--- src/rtl/lsu_pkg.sv ---
// lsu_pkg: shared funct3 encodings, FSM state type and access-size decode for mem_lsu
package lsu_pkg;
  localparam logic [2:0] F3_B  = 3'b000;
  localparam logic [2:0] F3_H  = 3'b001;
  localparam logic [2:0] F3_W  = 3'b010;
  localparam logic [2:0] F3_D  = 3'b011;
  localparam logic [2:0] F3_BU = 3'b100;
  localparam logic [2:0] F3_HU = 3'b101;
  localparam logic [2:0] F3_WU = 3'b110;
  typedef enum logic [1:0] {IDLE, ACCESS, WAIT, RESP} state_t;
  function automatic logic [3:0] size_bytes(input logic [2:0] f3);
    return (f3 == F3_B || f3 == F3_BU) ? 4'd1 :
           (f3 == F3_H || f3 == F3_HU) ? 4'd2 :
           (f3 == F3_D) ? 4'd8 : 4'd4;
  endfunction
endpackage

--- src/rtl/lsu_align.sv ---
// lsu_align: lane mask, store replication, legality check and load extraction/extension
module lsu_align
  import lsu_pkg::*;
(
  input  logic        we,
  input  logic [2:0]  funct3,
  input  logic [2:0]  off,
  input  logic [63:0] wdata,
  input  logic [63:0] rdata,
  output logic [7:0]  mask,
  output logic [63:0] wrep,
  output logic        err,
  output logic [63:0] ldata
);
  logic [3:0]  n;
  logic [63:0] sh;
  logic        sx;
  assign n     = size_bytes(funct3);
  assign err   = (we ? funct3[2] : funct3 == 3'b111) | (|({1'b0, off} & (n - 4'd1)));
  assign mask  = (8'hFF >> (4'd8 - n)) << off;
  assign wrep  = n == 4'd1 ? {8{wdata[7:0]}} :
                 n == 4'd2 ? {4{wdata[15:0]}} :
                 n == 4'd4 ? {2{wdata[31:0]}} : wdata;
  assign sh    = rdata >> {off, 3'b000};
  assign sx    = ~funct3[2];
  assign ldata = n == 4'd1 ? {{56{sx & sh[7]}}, sh[7:0]} :
                 n == 4'd2 ? {{48{sx & sh[15]}}, sh[15:0]} :
                 n == 4'd4 ? {{32{sx & sh[31]}}, sh[31:0]} : sh;
endmodule

--- src/rtl/mem_lsu.sv ---
// mem_lsu: single-outstanding load/store unit driving a word-addressed byte-write memory port
module mem_lsu
  import lsu_pkg::*;
#(
  parameter int ADDR_WIDTH = 10,
  parameter int XLEN       = 64
) (
  input  logic                  clk,
  input  logic                  rst,
  input  logic                  req_valid,
  output logic                  req_ready,
  input  logic                  req_we,
  input  logic [2:0]            req_funct3,
  input  logic [XLEN-1:0]       req_addr,
  input  logic [XLEN-1:0]       req_wdata,
  output logic                  resp_valid,
  output logic [XLEN-1:0]       resp_rdata,
  output logic                  resp_err,
  output logic [ADDR_WIDTH-1:0] mem_addr,
  output logic                  mem_re,
  output logic [7:0]            mem_we,
  output logic [63:0]           mem_wdata,
  input  logic [63:0]           mem_rdata
);
  state_t                state;
  logic                  we_q;
  logic [2:0]            f3_q;
  logic [ADDR_WIDTH+2:0] addr_q;
  logic [XLEN-1:0]       wdata_q;
  logic                  idle, acc, err;
  logic [7:0]            mask;
  logic [63:0]           wrep, ldata;
  logic                  unused_addr;
  assign idle        = state == IDLE;
  assign acc         = state == ACCESS && !rst;
  assign unused_addr = ^req_addr[XLEN-1:ADDR_WIDTH+3];
  lsu_align u_align (
    .we     (idle ? req_we : we_q),
    .funct3 (idle ? req_funct3 : f3_q),
    .off    (idle ? req_addr[2:0] : addr_q[2:0]),
    .wdata  (wdata_q),
    .rdata  (mem_rdata),
    .mask   (mask),
    .wrep   (wrep),
    .err    (err),
    .ldata  (ldata)
  );
  assign req_ready  = idle;
  assign resp_valid = state == RESP;
  assign mem_addr   = state == ACCESS ? addr_q[ADDR_WIDTH+2:3] : '0;
  assign mem_re     = acc && !we_q;
  assign mem_we     = (acc && we_q) ? mask : 8'h00;
  assign mem_wdata  = (state == ACCESS && we_q) ? wrep : 64'h0;
  // request capture, access sequencing and registered response
  always_ff @(posedge clk) begin
    if (rst) begin
      state      <= IDLE;
      we_q       <= 1'b0;
      f3_q       <= '0;
      addr_q     <= '0;
      wdata_q    <= '0;
      resp_rdata <= '0;
      resp_err   <= 1'b0;
    end else begin
      case (state)
        IDLE: if (req_valid) begin
          we_q       <= req_we;
          f3_q       <= req_funct3;
          addr_q     <= req_addr[ADDR_WIDTH+2:0];
          wdata_q    <= req_wdata;
          resp_rdata <= '0;
          resp_err   <= err;
          state      <= err ? RESP : ACCESS;
        end
        ACCESS: state <= we_q ? RESP : WAIT;
        WAIT: begin
          resp_rdata <= ldata;
          state      <= RESP;
        end
        default: state <= IDLE;
      endcase
    end
  end
endmodule
--- config.mk ---
export PLATFORM = sky130hd
export DESIGN_NAME = mem_lsu
export DESIGN_NICKNAME = d
export VERILOG_FILES = /design/src/rtl/lsu_pkg.sv /design/src/rtl/lsu_align.sv /design/src/rtl/mem_lsu.sv
export SDC_FILE = /design/constraint.sdc
export NUM_CORES = 1
export LEC_CHECK = 0
export ABC_AREA = 0
export CAP_MARGIN = 30
export CORE_MARGIN = 8
export CORE_UTILIZATION = 40
export CTS_CLUSTER_SIZE = 12
export DETAILED_ROUTE_END_ITERATION = 10
export PLACE_DENSITY = 0.73
export SYNTH_ARGS = -nofsm -noshare
export SYNTH_HDL_FRONTEND = slang
export SYNTH_HIERARCHICAL = 1
export SYNTH_SLANG_ARGS = --single-unit
--- constraint.sdc ---
create_clock -name clk -period 11.3 [get_ports clk]
set_input_delay 2.26 -clock clk [delete_from_list [all_inputs] [get_ports clk]]
set_output_delay 2.26 -clock clk [all_outputs]
set_load 0.01 [all_outputs]
==> metrics <==
status=finished clean; clock-pin transition on the worst setup and hold timing paths=0.07 ns; Hold Path Origin=addr_q[10]; fin crit share=0.7046; # setup viols final=0; core region area=23400 um2; cts hold-fix bufs=0; critical path class=primary input to output port; grt total ovfl=0; nets=1707; EDFF count, synth=0; final hold slack=0.4523 ns; first-pass GRT wire length=56900 um; Synth Cell Area=9529 um2; worst endpoint required time=9.04 ns; routed vias/inst=5.725; PortBufs=297; number of H-tree levels=4; Worst VDD drop=0.1341 mV; placed inst area=12430 um2; Max Cap Violations=0; CTS tree=built; Critical Path Start Type=primary input; P_leak=4.974 nW; Synth Instances=1308; Cell Int Power=1.533 mW; drt drc=0; Clk network pwr share=0.199; crit path DAT=5.70 ns; crit path time final=7.962 ns; largest net degree at the start of global routing=94; Site Rows=56; max-slew violations=0; top achievable clock speed=125.6 MHz; GP Congestion=0.9180; sequential share of the synthesized area=0.3109; syn nets=1513; Placed Cells=1801; setup TNS=0 ns; initial antenna violation count=9; root buf cell=clkbuf_16; commonest non-fill, non-tap cell in the layout=clkdlybuf4s50_1; DR iter-0 viols=1253; drt first pass iters=5; Worst-Skew Late Latency=0.43 ns; Synth Register Bits=148; yosys warns=6; ratio of cells with drive above 1 in the final layout=0.07261; Worst R2R Start=state[1]; Synth async-reset ratio=0; Setup Buffers After CTS=0; CP Launch Point=req_funct3[0]; vias=10550; vias in the first global route=9522; Ports=349; Storage cell area=2963 um2; sw frac=0.4691; area of the multi-input gates=5861 um2; antenna-violating nets left=0; Avg WL per Cell=20.75 um; design area=13060 um2; most used flip-flop cell after synthesis=dfxtp_1; Num CTS Buffers=17; most frequent cells in the layout=clkdlybuf4s50_1 (296), nand2_1 (258), a21oi_1 (157), dfxtp_1 (148), nor2_1 (144); Logic pwr share=0.564; post-CTS sizing=0; Post-Syn Area per Cell=7.285 um2; Layout area overhead=37.03%; Total Routed Length=38250 um; Cell Pwr Density=221.2 nW/um2; Die Span Y=170.3 um; Rel. slew slack=0.3342; Seq pwr share=0.237; clock skew=0.01277 ns; Filler cells=2260; Worst Tran Pin Value=0.9988 ns; Synth cell types=50; peak fanout along the critical path=41; Final HPWL DP=26760 um; Cell Count, Final, Fillers Out=1843; RSZ-0062 raised after global routing=no; die area=29020 um2; clk sinks=148; total global routing track utilization=0.2499; Initial Util=0.4072; Final Hold Fails=0; hold crit path type=register to register; Sw Pwr=1.355 mW; Setup crit end kind=output port; Die Span X=170.3 um; clock buffer depth=2
==> metal layers <==
| layer | share of wire | track usage |
|---|---|---|
| met5 | 0.00086 | 0 |
| met4 | 0.033 | 0.1098 |
| met3 | 0.12 | 0.06209 |
| met2 | 0.43 | 0.3613 |
| met1 | 0.42 | 0.3451 |
==> final cells by class <==
class | count | area share
well taps | 319 | 0.03057
multi-input cells | 998 | 0.4488
repair buffers | 317 | 0.2418
diodes | 9 | 0.001725
clock inverters | 14 | 0.01083
inverters | 20 | 0.005749
flip-flops and latches | 148 | 0.2269
clock buffers | 18 | 0.03363
==> flip-flops by register name (all words and copies together) (netlist names) <==
name and cells:
resp_rdata 64, wdata_q 64, addr_q 13, f3_q 3
state 2, resp_err 1, we_q 1
==> Yosys cell counts (6+ instances only) <==
library cell | number | area, um2
dfxtp_1 | 148 | 2963
inv_1 | 19 | 71.32
nor2_1 | 144 | 540.5
clkbuf_1 | 68 | 255.2
mux2_2 | 31 | 349.1
nor3_1 | 8 | 40.04
ha_1 | 6 | 75.07
buf_2 | 50 | 250.2
a211oi_1 | 20 | 150.1
o21ai_0 | 83 | 415.4
mux4_2 | 16 | 360.4
a2bb2oi_1 | 6 | 52.55
and2_1 | 19 | 118.9
buf_1 | 12 | 45.04
mux2i_1 | 47 | 470.5
nor2b_1 | 13 | 81.33
a21oi_1 | 157 | 785.8
buf_4 | 8 | 60.06
nand2b_1 | 10 | 62.56
nand2_1 | 258 | 968.4
a31oi_1 | 12 | 75.07
a32oi_1 | 64 | 560.5
and3_1 | 66 | 412.9
==> worst paths after layout <==
kind	endpoint	slack, ns	depth (start not counted)
setup / recovery	mem_we[6]	3.34	11
hold / removal	addr_q[10]	0.45	2
setup reg to reg	resp_rdata[20]	6.70	11
hold reg to reg	addr_q[10]	0.45	2
==> stage by stage <==
stage                     utilization  power (mW)  setup WS (ns)
after global routing           0.5577       3.054          3.129
final                          0.5580       2.888          3.338
after detailed placement       0.5310       2.274          3.349
after global placement         0.5294       2.245          3.108
after CTS                      0.5558       2.856          3.333
after floorplan                     -       1.803          4.679
==> critical path, cell delays in order <==
cell and delay [ns]:
clkdlybuf4s50_1 0.47, mux2_2 0.68, nand2b_1 0.59, nand2_1 0.21, ha_1 0.29, nor2b_1 0.16, nor2_1 0.14, o21ai_0 0.08
a21oi_1 0.13, and2_1 0.15, clkdlybuf4s50_1 0.54
==> power groups by stage <==
stage / Sequential, mW / Clock, mW / Combinational (mW)
detailed placement: 0.693 / 0 / 1.58
CTS: 0.682 / 0.582 / 1.59
global route: 0.693 / 0.602 / 1.76
floorplan: 0.685 / 0 / 1.12
finish: 0.684 / 0.575 / 1.63
global placement: 0.690 / 0 / 1.56
==> kinds of logic (layout without fill, tap and decap cells) <==
logic type	after synthesis	after routing	share of synthesized area
simple gates	528	528	0.2420
compound gates	368	368	0.2357
buf+inv	162	369	0.07668
flops	148	148	0.3109
mux	96	96	0.1268
fa+ha+maj	6	6	0.007878
other cells	0	9	0
Power figures use the tool's default switching activity.
